--- config.mk ---
export PLATFORM = sky130hd
export DESIGN_NAME = muldiv_unit
export DESIGN_NICKNAME = d
export VERILOG_FILES = /design/src/rtl/muldiv_unit.sv
export SDC_FILE = /design/constraint.sdc
export NUM_CORES = 1
export LEC_CHECK = 0
export ABC_AREA = 0
export CELL_PAD_IN_SITES_DETAIL_PLACEMENT = 2
export CELL_PAD_IN_SITES_GLOBAL_PLACEMENT = 2
export CORE_MARGIN = 2
export CORE_UTILIZATION = 39
export CTS_BUF_LIST = sky130_fd_sc_hd__clkbuf_8
export DETAILED_ROUTE_END_ITERATION = 7
export GPL_TIMING_DRIVEN = 0
export PLACE_DENSITY = 0.9
export SYNTH_ARGS = -nofsm -noshare
export SYNTH_HDL_FRONTEND = slang
export SYNTH_SLANG_ARGS = --single-unit
--- constraint.sdc ---
create_clock -name clk -period 6 [get_ports clk]
set_input_delay 1.2 -clock clk [delete_from_list [all_inputs] [get_ports clk]]
set_output_delay 1.2 -clock clk [all_outputs]
set_load 0.005 [all_outputs]
--- src/rtl/muldiv_unit.sv ---
// Iterative multiply/divide unit for the EX stage. Shift-add multiply and
// restoring divide retire one bit per cycle; the HI/LO pair is written in FIX.
module muldiv_unit #(
  parameter int WIDTH = 32
) (
  input  logic             clk,
  input  logic             rst,
  input  logic             start_i,
  input  logic [1:0]       op_i,
  input  logic [WIDTH-1:0] src_a_i,
  input  logic [WIDTH-1:0] src_b_i,
  input  logic             annul_i,
  output logic             stallreq_o,
  output logic             busy_o,
  output logic             ready_o,
  output logic [WIDTH-1:0] hi_o,
  output logic [WIDTH-1:0] lo_o,
  output logic             div_by_zero_o,
  output logic [1:0]       state_o
);

  // Handshake: start_i is a level request held by EX; the unit stalls the
  // pipeline until the one-cycle ready_o pulse, during which stall is released.
  typedef enum logic [1:0] {IDLE = 2'd0, CALC = 2'd1, FIX = 2'd2, RESULT = 2'd3} state_t;

  localparam int CW = $clog2(WIDTH);
  localparam logic [WIDTH-1:0] MOST_NEG = {1'b1, {(WIDTH-1){1'b0}}};

  state_t               state;
  logic [CW-1:0]        cnt;
  logic [1:0]           op_q;
  logic [WIDTH-1:0]     a_raw_q, opa_q, opb_q;
  logic                 neg_q, rem_neg_q, bzero_q, ovf_q;
  logic [2*WIDTH-1:0]   acc;
  logic [WIDTH:0]       rem;

  logic                 in_signed, a_neg, b_neg;
  logic [WIDTH-1:0]     a_abs, b_abs;
  logic [WIDTH:0]       mul_sum, div_shift, div_diff;
  logic                 div_borrow;
  logic [2*WIDTH-1:0]   prod;
  logic [WIDTH-1:0]     quo, rmd;

  always_comb begin
    in_signed = ~op_i[0];
    a_neg     = in_signed & src_a_i[WIDTH-1];
    b_neg     = in_signed & src_b_i[WIDTH-1];
    a_abs     = a_neg ? -src_a_i : src_a_i;
    b_abs     = b_neg ? -src_b_i : src_b_i;
  end

  // Multiply keeps the multiplier in acc[W-1:0]; divide keeps the dividend
  // there and shifts quotient bits in behind it.
  always_comb begin
    mul_sum    = {1'b0, acc[2*WIDTH-1:WIDTH]} + (acc[0] ? {1'b0, opa_q} : '0);
    div_shift  = {rem[WIDTH-1:0], acc[WIDTH-1]};
    div_borrow = div_shift < {1'b0, opb_q};
    div_diff   = div_shift - {1'b0, opb_q};
    prod       = neg_q ? -acc : acc;
    quo        = neg_q ? -acc[WIDTH-1:0] : acc[WIDTH-1:0];
    rmd        = rem_neg_q ? -rem[WIDTH-1:0] : rem[WIDTH-1:0];
  end

  always_comb begin
    stallreq_o = !rst && !annul_i &&
                 ((state == IDLE && start_i) || state == CALC || state == FIX);
  end

  assign state_o = state;

  always_ff @(posedge clk) begin
    if (rst) begin
      state         <= IDLE;
      cnt           <= '0;
      op_q          <= '0;
      a_raw_q       <= '0;
      opa_q         <= '0;
      opb_q         <= '0;
      neg_q         <= 1'b0;
      rem_neg_q     <= 1'b0;
      bzero_q       <= 1'b0;
      ovf_q         <= 1'b0;
      acc           <= '0;
      rem           <= '0;
      busy_o        <= 1'b0;
      ready_o       <= 1'b0;
      hi_o          <= '0;
      lo_o          <= '0;
      div_by_zero_o <= 1'b0;
    end else if (annul_i && (state == CALC || state == FIX)) begin
      state   <= IDLE;
      busy_o  <= 1'b0;
      ready_o <= 1'b0;
    end else begin
      case (state)
        IDLE: begin
          ready_o <= 1'b0;
          if (start_i && !annul_i) begin
            op_q      <= op_i;
            a_raw_q   <= src_a_i;
            opa_q     <= a_abs;
            opb_q     <= b_abs;
            neg_q     <= a_neg ^ b_neg;
            rem_neg_q <= a_neg;
            bzero_q   <= (src_b_i == '0);
            ovf_q     <= (src_a_i == MOST_NEG) && (src_b_i == '1);
            acc       <= {{WIDTH{1'b0}}, (op_i[1] ? a_abs : b_abs)};
            rem       <= '0;
            cnt       <= '0;
            busy_o    <= 1'b1;
            state     <= CALC;
          end
        end
        CALC: begin
          cnt <= cnt + CW'(1);
          if (op_q[1]) begin
            rem              <= div_borrow ? div_shift : div_diff;
            acc[WIDTH-1:0]   <= {acc[WIDTH-2:0], ~div_borrow};
          end else begin
            acc <= {mul_sum, acc[WIDTH-1:1]};
          end
          if (cnt == CW'(WIDTH - 1)) state <= FIX;
        end
        FIX: begin
          if (!op_q[1]) begin
            hi_o          <= prod[2*WIDTH-1:WIDTH];
            lo_o          <= prod[WIDTH-1:0];
            div_by_zero_o <= 1'b0;
          end else if (bzero_q) begin
            hi_o          <= a_raw_q;
            lo_o          <= '1;
            div_by_zero_o <= 1'b1;
          end else if (!op_q[0] && ovf_q) begin
            hi_o          <= '0;
            lo_o          <= MOST_NEG;
            div_by_zero_o <= 1'b0;
          end else begin
            hi_o          <= rmd;
            lo_o          <= quo;
            div_by_zero_o <= 1'b0;
          end
          ready_o <= 1'b1;
          busy_o  <= 1'b0;
          state   <= RESULT;
        end
        RESULT: begin
          ready_o <= 1'b0;
          state   <= IDLE;
        end
        default: state <= IDLE;
      endcase
    end
  end

endmodule

==> metrics.md <==
| Metric | Value |
|---|---|
| Status | `finished, final reports clean` |
| Setup TNS | `0 ns` |
| Crit Path Category | `in2out` |
| Hold Crit Class | `reg2reg` |
| F_max | `approximately 0.17 GHz` |
| Layout cells sized above 1 | `under 10%` |
| Largest net degree at the start of global routing | `15` |
| Area delta synth->final | `18.6%` |
| Gpl congestion | `between 0.9 and 1` |
| Crit path top cell by count | `clkbuf_1` |
| Post-CTS sizing | `0` |
| IR drop worst, VDD | `~0.14 mV` |
| WP buf/inv | `5` |
| Total length of routed wires | `between 90000 and 100000 microns` |
| CP Capture Type | `output pin` |
| Initial Utilization | `around 39%` |
| Post-Syn Area | `~18000 sq um` |
| DR vias | `20132` |
| Row count | `between 70 and 80` |
| CP peak stage delay | `between 0.7 and 0.8 ns` |
| Pwr dens | `about 310 nW/um^2` |
| HPWL after detailed placement | `about 72000 microns` |
| Syn_area_per_cell | `~7.7 sq um` |
| Synth Flop Type | `dfxtp_1` |
| Most area-hungry cell type in the Yosys netlist | `dfxtp_1` |
| Worst-Skew Late Latency | `roughly 0.7 ns` |
| Detailed router's first-iteration violation count | `roughly 1700` |
| Hold Buf Count CTS | `0` |
| Psw | `approximately 2700 uW` |
| Final Skew | `0.0509 ns` |
| Count leader, synth | `nor2_1` |
| Final Hold Viols | `0` |
| CP Cell Sequence | `clkdlybuf4s50_1 -> clkbuf_1 -> clkbuf_1 -> clkbuf_1 -> nor3_1 -> clkdlybuf4s50_1` |
| Fin util | `46.8%` |
| Clock network power share | `32.7%` |
| Fraction of synthesized cell area taken by the top area cell type | `30.4%` |
| Wire per inst | `slightly above 30 microns` |
| Final WS setup | `0.187 ns` |
| GRT overflow | `0` |
| Slew Limit Fails | `0` |
| Worst-Margin Slew | `1.29 ns` |
| Final min period | `5.81 ns` |
| Crit Path Max Fanout | `10` |
| Combinational Power Share | `around a third` |
| Die height | `around 220 microns` |
| Sequential fraction of design power | `between 30% and 40%` |
| DRT Pass-1 Iters | `7` |
| RSZ-0062 raised after global routing | `no` |
| Slowest stage cell on the critical path | `clkbuf_1` |
| Main area contributors after synthesis | `dfxtp_1 30%, nor2_1 5.7%, xnor2_1 5.5%` |
| Internal power | `between 3000 and 4000 uW` |
| CP delay by family, top | `buffers and inverters` |
| Final setup violation count | `0` |
| Crit path required time | `4.80 ns` |
| Net Count, Synth | `about 2500` |
| Global-route wire length before repair | `roughly 140000 microns` |
| Overall power | `6590 uW` |
| GRT Total Usage | `roughly two fifths` |
| Startpoint Class | `primary input` |
| IO Pins | `between 100 and 150` |
| Postcts setup bufs | `0` |
| Sw Share | `between 40% and 50%` |
| Layout net count | `~2700` |
| Die area | `47500 sq um` |
| Setup WS pre-CTS | `between 0.3 and 0.4 ns` |
| Port buffer count | `roughly 140` |
| Register bit total from synthesis | `about 270` |
| CTS tree | `built` |
| Synth async-reset ratio | `0%` |
| Synth cell count leaders | `272 x nor2_1, 271 x dfxtp_1, 234 x nand2_1` |
| WP data arrival | `~4.6 ns` |
| Synthesis warning total | `0` |
| Filler cells | `~5200` |
| DRC Markers | `0` |
| Longest Clk Path Bufs | `3` |
| Count of different cell masters after synthesis | `75` |
| Sequential share of the synthesized area | `a little under a third` |
| Number of max-cap violations | `0` |
| Vias in the first global route | `around 22000` |
| EDFF count, synth | `0` |
| Htree depth | `2` |
| Clk pin slew, worst setup/hold paths | `around 0.060 ns` |
| Lkg Pwr | `about 0.0080 uW` |
| Post-DRT Antenna Nets | `0` |
| Post-DR vias/cell | `~6.4` |
| Root Driver | `clkbuf_8` |
| Clock buffer count from CTS | `53` |
| Initial antenna violation count | `2` |
| Core area | `between 40000 and 50000 sq um` |
| Slew headroom | `approximately 14%` |
| Die X | `218 microns` |
| Period utilisation layout | `roughly 97%` |
| Total clock sinks | `271` |
| Mapped Cells | `approximately 2300` |
## metrics by stage
step	hold WS [ns]	instance area [sq um]	instances
after floorplan	0.427	17900	2322
after global placement	0.438	20000	3060
after detailed placement	0.453	20000	3060
after CTS	0.462	21200	3154
after global routing	0.478	21200	3154
final	0.464	21200	3157
## routing by layer
| metal | global-route usage [%] | share of wire [%] | vias to the layer above |
|---|---|---|---|
| met4 | 23.7 | 6.5 | 0 |
| met2 | 66.4 | 47 | 902 |
| met1 | 47.9 | 40 | 10125 |
| li1 | - | - | 8785 |
| met3 | 7.32 | 7.0 | 320 |
| met5 | 0 | 0 | - |
## registers in the layout, summed over array words and instances (netlist names)
name           count
lo_o              32
ovf_q              1
acc               64
opb_q             32
bzero_q            1
opa_q             31
state_o            2
busy_o             1
a_raw_q           32
hi_o              32
rem_neg_q          1
op_q               2
rem               32
div_by_zero_o      1
ready_o            1
neg_q              1
cnt                5
## cells by family after synthesis
| kind of cell | Yosys count | share of synthesized area (%) |
|---|---|---|
| flops | 271 | 30.4 |
| compound gates | 717 | 26.4 |
| fa+ha+maj | 78 | 5.55 |
| buf+inv | 221 | 4.69 |
| xor+xnor | 195 | 9.56 |
| mux | 58 | 3.34 |
| simple gates | 782 | 20.1 |
## power groups by stage
stage          sequential, uW  clock (uW)  combinational (uW)
2_1_floorplan            2130           0                1280
3_3_place_gp             2190           0                2020
3_5_place_dp             2200           0                2120
4_1_cts                  2170        2160                2170
5_1_grt                  2200        2240                2380
6_report                 2190        2160                2240
## area by class of cell
type / count / area, sq um / area share (%)
Antenna cell: 3 / 7.51 / 0.0355
Clock inverter: 25 / 220 / 1.04
Tap cell: 600 / 751 / 3.55
Sequential cell: 271 / 5430 / 25.6
Buffer: 151 / 574 / 2.71
Multi-Input combinational cell: 1830 / 11600 / 54.8
Timing Repair Buffer: 138 / 1380 / 6.52
Clock buffer: 69 / 950 / 4.49
Inverter: 70 / 263 / 1.24
## placed cells by master (no fill, tap or decap), types with 16 or more instances in the layout
cell type / n
clkbuf_1: 141
o31ai_1: 32
a211oi_1: 104
or3_1: 17
o41ai_1: 18
a21oi_1: 194
clkdlybuf4s50_1: 138
inv_1: 82
a22oi_1: 20
o21ai_0: 140
nand2b_1: 19
a21o_1: 45
nand2_1: 234
xnor2_1: 112
clkbuf_8: 69
o211ai_1: 16
ha_1: 76
mux2i_1: 45
xor2_1: 83
a221oi_1: 44
nand3_1: 35
dfxtp_1: 271
nor4_1: 23
and2_1: 41
nor2_1: 272
nor3_1: 65
## final timing paths
| check | startpoint | slack (ns) | depth (start not counted) | end |
|---|---|---|---|---|
| max | rst | 0.19 | 6 | stallreq_o |
| min | a_raw_q[7]$_SDFFE_PP0P_ | 0.46 | 2 | a_raw_q[7]$_SDFFE_PP0P_ |
| max reg2reg | acc[0]$_SDFFE_PP0P_ | 1.26 | 12 | acc[51]$_SDFFE_PP0P_ |
| min reg2reg | a_raw_q[7]$_SDFFE_PP0P_ | 0.46 | 2 | a_raw_q[7]$_SDFFE_PP0P_ |
## worst reg2reg max path: stages (launching register included)
cell      delay, ns
dfxtp_1        0.39
clkbuf_1       0.57
clkbuf_1       0.55
nand2_1        0.22
fa_1           0.48
nor2b_1        0.13
o21ai_0        0.13
a21boi_0       0.50
o21ai_0        0.47
o311ai_0       0.73
a21oi_1        0.20
xor2_1         0.19
o21ai_0        0.09
(Power assumes the default switching activity.)
